## config.mk

```make
export PLATFORM = sky130hd
export DESIGN_NAME = mmio_bridge_demux
export DESIGN_NICKNAME = d
export VERILOG_FILES = /design/src/rtl/mmio_bridge_demux.sv
export SDC_FILE = /design/constraint.sdc
export NUM_CORES = 1
export LEC_CHECK = 0
export ABC_CLOCK_PERIOD_IN_PS = 1750
export BUFFER_PORTS_ARGS = -buffer_cell sky130_fd_sc_hd__buf_4
export CORE_ASPECT_RATIO = 1.5
export CORE_MARGIN = 2
export CORE_UTILIZATION = 38
export DETAILED_ROUTE_END_ITERATION = 10
export HOLD_SLACK_MARGIN = 0.02
export PLACE_DENSITY = 0.76
export SYNTH_ARGS = -nofsm -noshare
export SYNTH_HDL_FRONTEND = slang
export SYNTH_SLANG_ARGS = --single-unit
```

## constraint.sdc

```tcl
create_clock -name clk -period 1.75 [get_ports clk]
set_input_delay 0.175 -clock clk [delete_from_list [all_inputs] [get_ports clk]]
set_output_delay 0.175 -clock clk [all_outputs]
set_load 0.01 [all_outputs]
```

## src/rtl/mmio_bridge_demux.sv

```systemverilog
// CPU load/store port demultiplexed onto four memory-mapped devices at 0x7F00-0x7F3F.
// Each device has its own ack/data port. A timeout covers devices that never acknowledge.

module mmio_dev_port #(
  parameter int DATA_W = 32
) (
  input  logic              sel_i,
  input  logic              ack_i,
  input  logic [DATA_W-1:0] rdata_i,
  output logic              hit_o,
  output logic [DATA_W-1:0] rdata_o
);
  // Only the selected device's ack and data reach the shared response path.
  assign hit_o   = sel_i & ack_i;
  assign rdata_o = sel_i ? rdata_i : '0;
endmodule

module mmio_bridge_demux #(
  parameter int DATA_W  = 32,
  parameter int TIMEOUT = 16
) (
  input  logic                  clk,
  input  logic                  rst_n,
  input  logic                  cpu_req,
  input  logic                  cpu_we,
  input  logic [31:0]           cpu_addr,
  input  logic [DATA_W-1:0]     cpu_wdata,
  output logic                  cpu_ready,
  output logic [DATA_W-1:0]     cpu_rdata,
  output logic                  cpu_err,
  output logic [3:0]            dev_sel,
  output logic                  dev_we,
  output logic [3:0]            dev_addr,
  output logic [DATA_W-1:0]     dev_wdata,
  input  logic [3:0]            dev_ack,
  input  logic [4*DATA_W-1:0]   dev_rdata
);
  localparam int NUM_DEV = 4;
  localparam logic [7:0] TO_LAST = 8'(TIMEOUT - 1);

  typedef enum logic [1:0] {IDLE, ACCESS, RESP} state_t;

  state_t              state_q, state_d;
  logic [7:0]          cnt_q, cnt_d;
  logic [3:0]          sel_q, sel_d;
  logic                we_q, we_d;
  logic [3:0]          addr_q, addr_d;
  logic [DATA_W-1:0]   wdata_q, wdata_d;
  logic                ready_q, ready_d;
  logic                err_q, err_d;
  logic [DATA_W-1:0]   rdata_q, rdata_d;

  logic [NUM_DEV-1:0]             ack_hit;
  logic [NUM_DEV-1:0][DATA_W-1:0] rdata_m;
  logic [DATA_W-1:0]              sel_rdata;
  logic                           ack_any;
  logic                           mapped;

  for (genvar g = 0; g < NUM_DEV; g++) begin : g_dev
    mmio_dev_port #(.DATA_W(DATA_W)) u_port (
      .sel_i   (sel_q[g]),
      .ack_i   (dev_ack[g]),
      .rdata_i (dev_rdata[g*DATA_W +: DATA_W]),
      .hit_o   (ack_hit[g]),
      .rdata_o (rdata_m[g])
    );
  end

  // sel_q is one-hot in ACCESS, so OR-merging the gated slices picks the selected device.
  always_comb begin
    sel_rdata = '0;
    for (int i = 0; i < NUM_DEV; i++) sel_rdata |= rdata_m[i];
    ack_any = |ack_hit;
  end

  assign mapped = (cpu_addr[31:16] == 16'h0000) &&
                  (cpu_addr[15:6]  == 10'h1FC)  &&
                  (cpu_addr[1:0]   == 2'b00);

  always_comb begin
    state_d = state_q;
    cnt_d   = cnt_q;
    sel_d   = sel_q;
    we_d    = we_q;
    addr_d  = addr_q;
    wdata_d = wdata_q;
    ready_d = 1'b0;
    err_d   = err_q;
    rdata_d = rdata_q;
    unique case (state_q)
      IDLE: begin
        err_d   = 1'b0;
        rdata_d = '0;
        if (cpu_req) begin
          if (mapped) begin
            state_d = ACCESS;
            cnt_d   = '0;
            sel_d   = 4'b0001 << cpu_addr[5:4];
            we_d    = cpu_we;
            addr_d  = {cpu_addr[3:2], 2'b00};
            wdata_d = cpu_wdata;
          end else begin
            state_d = RESP;
            ready_d = 1'b1;
            err_d   = 1'b1;
          end
        end
      end
      ACCESS: begin
        cnt_d = cnt_q + 8'd1;
        // An ack arriving on the final timeout cycle still completes cleanly.
        if (ack_any) begin
          state_d = RESP;
          ready_d = 1'b1;
          err_d   = 1'b0;
          rdata_d = we_q ? '0 : sel_rdata;
          sel_d   = '0;
          we_d    = 1'b0;
        end else if (cnt_q == TO_LAST) begin
          state_d = RESP;
          ready_d = 1'b1;
          err_d   = 1'b1;
          rdata_d = '0;
          sel_d   = '0;
          we_d    = 1'b0;
        end
      end
      RESP: begin
        state_d = IDLE;
        cnt_d   = '0;
        err_d   = 1'b0;
        rdata_d = '0;
      end
      default: begin
        state_d = IDLE;
        sel_d   = '0;
        we_d    = 1'b0;
      end
    endcase
  end

  always_ff @(posedge clk or negedge rst_n) begin
    if (!rst_n) begin
      state_q <= IDLE;
      cnt_q   <= '0;
      sel_q   <= '0;
      we_q    <= 1'b0;
      addr_q  <= '0;
      wdata_q <= '0;
      ready_q <= 1'b0;
      err_q   <= 1'b0;
      rdata_q <= '0;
    end else begin
      state_q <= state_d;
      cnt_q   <= cnt_d;
      sel_q   <= sel_d;
      we_q    <= we_d;
      addr_q  <= addr_d;
      wdata_q <= wdata_d;
      ready_q <= ready_d;
      err_q   <= err_d;
      rdata_q <= rdata_d;
    end
  end

  assign cpu_ready = ready_q;
  assign cpu_err   = err_q;
  assign cpu_rdata = rdata_q;
  assign dev_sel   = sel_q;
  assign dev_we    = we_q;
  assign dev_addr  = addr_q;
  assign dev_wdata = wdata_q;

endmodule

```

==> impl_summary.md, run 1 <==
GRT
The global-route wire length before repair is 22,600 µm. The maximum number of pins on one net before global-route repair is 46. In the global route stage, overall resource usage came out at 0.238. For this run the aggregate overflow at the end of global routing stands at 0. The via count of the first global-routing pass is 4,547. The number of antenna violations at the first check in global routing came to 0.

Logic synthesis
After synthesis, the share of flip-flops with an asynchronous set or reset is 1.00. The count of state elements after synthesis is 83. The netlist uses 43 different library cells. Of the post-synthesis cell area, the dominant cell type holds 0.496.

The number of warnings reported in the yosys synthesis log is 0. Averaged over all synthesized cells, the footprint is 11.3 µm². By count the netlist is led by dfrtp_1 (83), nand2_1 (41), o31ai_1 (37). dfrtp_1 is the most common cell in the netlist. The share of the Yosys chip area taken by registers is 0.496. The predominant post-synthesis flop cell is dfrtp_1. After technology mapping, the gate count stands at 371. In the post-synthesis netlist, the biggest area contributors are dfrtp_1 (50%), mux2_2 (9.4%), a22o_1 (7.3%).

The cell type with the highest aggregate area in the netlist is dfrtp_1. The number of enable-type register cells in the synthesized netlist is 0. The cell area that synthesis handed to floorplanning was between 0.004 and 0.005 mm².

Placed design
The number of instances in the placed design is 779. Before CTS, the worst setup slack after placement is -0.341 ns. The post-place instance area is 0.00651 mm². In this run the tool buffered the top-level ports with 272 buffer cells.

The total half-perimeter wirelength after legalization and detailed placement is 11,200 µm. The placer's final routability congestion estimate is around 0.85.

Worst setup path
The type of element launching the critical path is a register. For the worst setup path, the data arrival time is 1.99 ns. Along the worst path, the maximum fanout reaches 18.

The endpoint type of the worst setup path is a register. At the worst endpoint, the required time is between 1.5 and 2 ns. The setup path with the least slack is of type reg2reg. The worst reg-to-reg setup slack is 0.004 ns.

Timing
Summed over all failing endpoints, the final setup total negative slack is 0 ns. The worst pin sits at a relative slew slack of 0.646. Setup violations remaining at the end of the flow were counted as 0.

The setup skew after layout is between 0.007 and 0.008 ns. Setup repair after global routing could not meet its margin everywhere. The worst hold slack is 0.0692 ns. The number of pins with negative max-slew slack in the final report came to 0. Of the available clock period, the critical path in the final layout requires 0.998. The transition time at the pin with the least slew margin is roughly 0.53 ns. The final period demand of the worst path is 1.75 ns. Derived from the worst setup path, the maximum achievable clock frequency is approximately 0.57 GHz.

The least setup slack across all paths after layout is about 0.0037 ns. The total count of hold-check failures in the final report is 0.

Clocking
The clock passes through at most 2 buffers. TritonCTS built the clock tree. CTS placed an instance of clkbuf_16 at the clock tree root. At the later pin of the worst-skew pair, clock insertion delay measures 0.34 ns.

The number of sinks handled by clock tree synthesis is between 80 and 90. The number of buffers created by CTS is 9. After clock tree synthesis, the clock-pin slew on the worst setup and hold paths is approximately 0.060 ns. The clock tree synthesis step divided the H-tree into 3 levels.

Floorplan
The initial utilization of the core area, before any placement, comes to 0.393. The floorplan core area is 0.0106 mm². The count of pins on the block boundary is 275.

The die extent in x is 89.7 µm. The floorplan die height is 133 µm. The initialized floorplan defines 46 standard-cell rows. The die covers 0.0119 mm².

Detailed routing
The total via count in the routed design is 4,285. The via count normalized by instance count is 5.35. In the final routed layout, each cell accounts on average for 18.0 µm.

In the routed design, unresolved DRC markers number 0. The first detailed-routing pass took 4 iterations. The final wirelength is 14,400 µm. Once detail routing completed, the nets flagged for antenna violations numbered 0.

The DRC marker count from the first detailed-route iteration is 170.

Power and ir drop
The analysis attributes to cell leakage a power of 3.49 nW. Dividing total power by cell area gives a power density of 695 mW/mm². VDD sags by at most 0.698 mV. The completed layout was analyzed and its total power is 4.90 mW.

Cells and area
The antenna diode count is 0. In the final layout, the share of cells above drive strength 1 is 0.600. After the flow finishes, the layout carries non-filler instances totaling ~800.

At the end of the flow the core is filled with cells to 0.662. Relative to the synthesized area, the layout overhead comes to 68.3%. After routing the design area is 0.00704 mm².

At the end of the flow, the number of nets in the layout was 857.

Hold path
In this run the worst hold path is classified as in2reg.

Run status
The run finished with clean final reports.

Job
The tool flagged a number of max-cap violations equal to 0.
-- worst paths after layout --
check,from,to,cells after the start
worst max-delay path,state_q[1],cpu_rdata[9],5
worst min-delay path,cpu_wdata[8],dev_wdata[8],2
worst max register to register,state_q[1],cpu_rdata[9],5
worst min register to register,cpu_rdata[15],cpu_rdata[15],2
max in group asynchronous,rst_n,cpu_rdata[5],3
min in group asynchronous,rst_n,dev_wdata[4],2
-- state kept, by name, indices dropped and copies added (netlist names) --
| signal | cells |
|---|---|
| cpu_rdata | 32 |
| dev_wdata | 32 |
| cnt_q | 8 |
| dev_sel | 4 |
| dev_addr | 2 |
| state_q | 2 |
| cpu_err | 1 |
| cpu_ready | 1 |
| dev_we | 1 |
-- cells by family after synthesis --
| family | synth area share |
|---|---|
| AO/OA/AOI/OAI | 0.244 |
| adder cells (fa/ha/maj) | 0.0149 |
| buffers and inverters | 0.0499 |
| flip-flops | 0.496 |
| multiplexers | 0.0941 |
| other | 0.000896 |
| AND/OR/NAND/NOR | 0.0995 |
-- where the power goes --
group / switching [mW] / internal [mW]
Combinational: 0.579 / 0.620
Sequential: 0.0182 / 1.94
Clock: 0.732 / 1.00
Total: 1.33 / 3.57
-- worst max-delay path: stages (launching register included) --
cell     delay, ns
dfrtp_1       0.39
inv_2         0.08
ha_4          0.16
or4_4         0.58
buf_12        0.19
o31ai_1       0.26
-- layout make-up --
| class | instances | area [µm²] |
|---|---|---|
| flip-flops and latches | 83 | 2080 |
| fillers | 818 | 3600 |
| inverters | 6 | 22.5 |
| multi-input cells | 245 | 2080 |
| clock buffers | 13 | 250 |
| well taps | 144 | 180 |
| clock inverters | 3 | 23.8 |
| repair buffers | 307 | 2410 |
-- layout by cell type (no fill, tap or decap), drive strengths merged, types with 6 or more instances in the layout --
cell type / synthesis / routed
o31ai: 37 / 37
mux2: 35 / 35
dfrtp: 83 / 83
buf: 15 / 305
clkbuf: 23 / 14
a221oi: 33 / 33
o21ai: 11 / 11
inv: 6 / 6
nand2: 41 / 41
a22o: 35 / 35
-- timing repair --
action,in CTS,in global routing
setup buffers,2,1
hold buffers,1,0
gates cloned,1,1
endpoints found under the setup margin,69,34
pin swaps,4,4
gates resized for setup,15,25
hold endpoints to repair,38,0
-- metal layers --
metal	up-vias	track usage	share of wire
met5	-	0	0
met4	0	0.114	0.035
met3	37	0.0569	0.059
met2	182	0.444	0.54
met1	2070	0.248	0.36
li1	1996	-	-
(Power assumes the default switching activity.)
==> inputs of run 2 (changes only) <==
--- a/config.mk
+++ b/config.mk
@@ -7,12 +7,15 @@
 export LEC_CHECK = 0
 export ABC_CLOCK_PERIOD_IN_PS = 1750
 export BUFFER_PORTS_ARGS = -buffer_cell sky130_fd_sc_hd__buf_4
+export CELL_PAD_IN_SITES_DETAIL_PLACEMENT = 1
+export CELL_PAD_IN_SITES_GLOBAL_PLACEMENT = 2
 export CORE_ASPECT_RATIO = 1.5
 export CORE_MARGIN = 2
-export CORE_UTILIZATION = 38
+export CORE_UTILIZATION = 21
 export DETAILED_ROUTE_END_ITERATION = 10
 export HOLD_SLACK_MARGIN = 0.02
-export PLACE_DENSITY = 0.76
+export PLACE_DENSITY_LB_ADDON = 0.1
+export SLEW_MARGIN = 20
 export SYNTH_ARGS = -nofsm -noshare
 export SYNTH_HDL_FRONTEND = slang
 export SYNTH_SLANG_ARGS = --single-unit
==> run 2 against run 1 <==
Compared with the run above:
- the run now ends with setup timing left
- sequential power barely moved
- largest power group is now the clock network
- first-iteration DRC count fell by 13%
- utilization fell by 29 points
- final area rose by 4.8%
- non-clock buffer count rose by 8
- register-to-register slack got worse by 0.03 ns
- critical path depth fell by 1
- worst setup slack got worse by 0.028 ns
- combinational power rose by 16%
- flip-flop and latch count did not move
- worst hold slack got worse by 0.021 ns
- clock skew rose by 0.0045 ns
==> impl_summary.md, run 2 (same netlist as run 1, synthesis figures left out) <==
Run status
The run finished, with violations left. The checks that failed: setup timing.

Power and ir drop
The share of power burned in the clock network is 0.391 (+0.037). The internal portion of total power is 3.93 mW (+10%). The static leakage is 3.60 nW (+2.9%). The sequential fraction of design power is 0.357 (-0.044). The total power after layout is 5.50 mW (+12%).

The share of power burned in combinational logic is 0.252 (+0.007). The switching power of the nets is 1.57 mW (+18%). The worst IR drop on VDD is 0.461 mV (-34%).

The power density over cell area came to 744 mW/mm² (+7.1%). The switching share of power was 0.285 (+0.0136).

Worst setup path
The worst setup path is launched from a register. The data arrival at the endpoint of the critical path was 2.02 ns (+0.03 ns). The worst setup path is of the reg2reg kind. The worst stage delay on the critical path is 0.60 ns (+0.02 ns). The slowest cell on the critical path is or4_4. STA classifies the critical path endpoint as a register. The signal on the critical path passes through ha_2 > or4_4 > buf_12 > o31ai_2. The required time reported for the critical path endpoint was 2.00 ns (about the same).

The top fanout value on the critical path is 16 (-2).

GRT
The maximum number of pins on one net before global-route repair was 76 (+65%). The global-route usage over all layers was 0.168 (-0.0694). The number of antenna violations at the first check in global routing is 0 (unchanged). The via count of the first global-routing pass is 4,745 (+4.4%). The total overflow reported by the global router came to 0 (unchanged). The global-route wire length before repair came to 27,100 µm (+20%).

Timing
The post-route fraction of the period consumed by the critical path is 1.01 (+0.0159). The least setup slack across all paths after layout came to -0.0242 ns (-0.0279 ns). The maximum clock rate is 0.564 GHz (-1.6%).

The final period demand of the worst path came to 1.77 ns (+0.0279 ns). The count of final setup violators is 12 (+12). The total count of hold-check failures in the final report came to 0 (unchanged).

The setup skew after layout is 0.0124 ns (+0.00454 ns). Setup repair after global routing could not meet its margin everywhere. The number of pins with negative max-slew slack in the final report is 0 (unchanged).

Detailed routing
The DRC violations left is 0 (unchanged). The DRC marker count from the first detailed-route iteration is 148 (-13%). The via count normalized by instance count is 4.66 (-13%). The routed wirelength normalized by instance count is 19.9 µm (+11%).

The total via count in the routed design is 4,315 (+0.70%). The final wirelength is 18,400 µm (+28%). The number of nets with antenna violations after routing is 0 (unchanged). The iteration count of the initial detailed-routing pass is 4 (unchanged).

Cells and area
The library cells used most frequently in the layout, excluding fill and tap cells, are buf_4 (302), dfrtp_1 (82), nand2_1 (41). The final standard cell utilization of the core is 0.376 (-0.285). The net total in the final layout is 865 (+0.93%).

The most common cell after layout, fill and taps aside is buf_4. The fraction of layout instances using a drive strength above 1 was 0.620 (+0.0199). The antenna diode count is 0 (unchanged). Compared with the post-synthesis result, the final layout area differs by 76.4%.

Clocking
The source-to-sink clock delay at the later pin of the worst-skew pair is 0.35 ns (about the same). The register clock-pin slew on the reported worst setup and hold paths is 0.07 ns (about the same). The maximum clock path buffer count came to 2 (unchanged).

The number of sinks handled by clock tree synthesis is 83 (unchanged). The CTS root buffer is clkbuf_16. The number of buffers created by CTS is 9 (unchanged). TritonCTS built the clock tree. The number of H-tree levels came to 3 (unchanged).

Hold path
The min-delay analysis places its worst path in the category in2reg.

Placed design
The placer's final routability congestion estimate is 0.815 (-3.6%). The number of buffer cells added on primary ports is 272 (unchanged). The total half-perimeter wirelength after legalization and detailed placement is 13,600 µm (+22%).

Floorplan
The count of pins on the block boundary is 275 (unchanged). The number of placement rows was 63 (+37%). The initial cell density of the core is 0.213 (-0.180). The floorplan die height is 177 µm (+33%). The floorplan core area is 0.0196 mm² (+84%). The area enclosed by the die boundary is 0.0211 mm² (+78%). The die extent in x came to 119 µm (+33%).

Job
The max-cap check violation count is 0 (unchanged).
-- run 2: cell count changes in the layout (fill, tap and decap cells not counted), sizes merged --
cell	before	now
buf	305	312
clkinvlp	2	1
clkinv	1	0
clkbuf	14	11
inv	6	10
bufinv	0	2
-- run 2: worst paths after layout --
path | startpoint | to | slack, ns | cells after the start
max in group asynchronous | rst_n | cnt_q[5] | 0.85 | 3
min in group asynchronous | rst_n | cpu_rdata[0] | 0.20 | 2
min | cpu_wdata[20] | dev_wdata[20] | 0.05 | 2
min reg2reg | cpu_rdata[11] | cpu_rdata[11] | 0.48 | 2
max reg2reg | state_q[1] | cpu_rdata[13] | -0.02 | 4
max | state_q[1] | cpu_rdata[13] | -0.02 | 4
-- run 2: final cells by class --
type / instances / area [µm²]
flip-flops and latches: 83 / 2080
well taps: 260 / 325
multi-input cells: 245 / 2120
clock buffers: 9 / 225
fillers: 2189 / 12200
inverters: 6 / 22.5
repair buffers: 315 / 2510
clock inverters: 7 / 105
-- run 2: stage by stage --
step                worst slack, ns  cell area, µm²  hold slack, ns  TNS [ns]  cells
floorplan                    -0.114            4260          -0.121     -3.34    372
global placement             -0.355            6690          0.0117    -14.12    900
detailed placement           -0.382            6690          0.0141    -17.41    900
CTS                         -0.0402            7180          0.0305    -0.470    920
global route                -0.0865            7380          0.0355     -2.10    925
finish                      -0.0242            7380          0.0484    -0.131    925
-- run 2: routing by layer --
| metal | track usage | up-vias | share of wire |
|---|---|---|---|
| li1 | - | 2012 | - |
| met1 | 0.174 | 2106 | 0.36 |
| met2 | 0.318 | 170 | 0.55 |
| met3 | 0.0428 | 27 | 0.062 |
| met4 | 0.0714 | 0 | 0.028 |
| met5 | 0 | - | 0 |
-- run 2: worst max-delay path: cells and delay by family (launching register included) --
| kind | cells | cell delay [ns] |
|---|---|---|
| buffers and inverters | 1 | 0.19 |
| DFF | 1 | 0.41 |
| adders and majority gates | 1 | 0.20 |
| AOI/OAI and AO/OA | 1 | 0.26 |
| and+or+nand+nor | 1 | 0.60 |
-- run 2: power by group through the flow --
stage | Sequential [mW] | Combinational, mW | Clock (mW)
2_1_floorplan | 2.00 | 0.505 | 0
3_3_place_gp | 1.99 | 1.10 | 0
3_5_place_dp | 2.00 | 1.12 | 0
4_1_cts | 1.96 | 1.16 | 2.23
5_1_grt | 1.96 | 1.50 | 2.30
6_report | 1.96 | 1.39 | 2.15
-- run 2: timing repair --
item,in CTS,in global routing
pin swaps,2,5
resized for setup,20,28
gates cloned,2,3
setup buffers,1,2
hold buffers,1,0
hold endpoints to repair,83,0
endpoints found under the setup margin,73,73
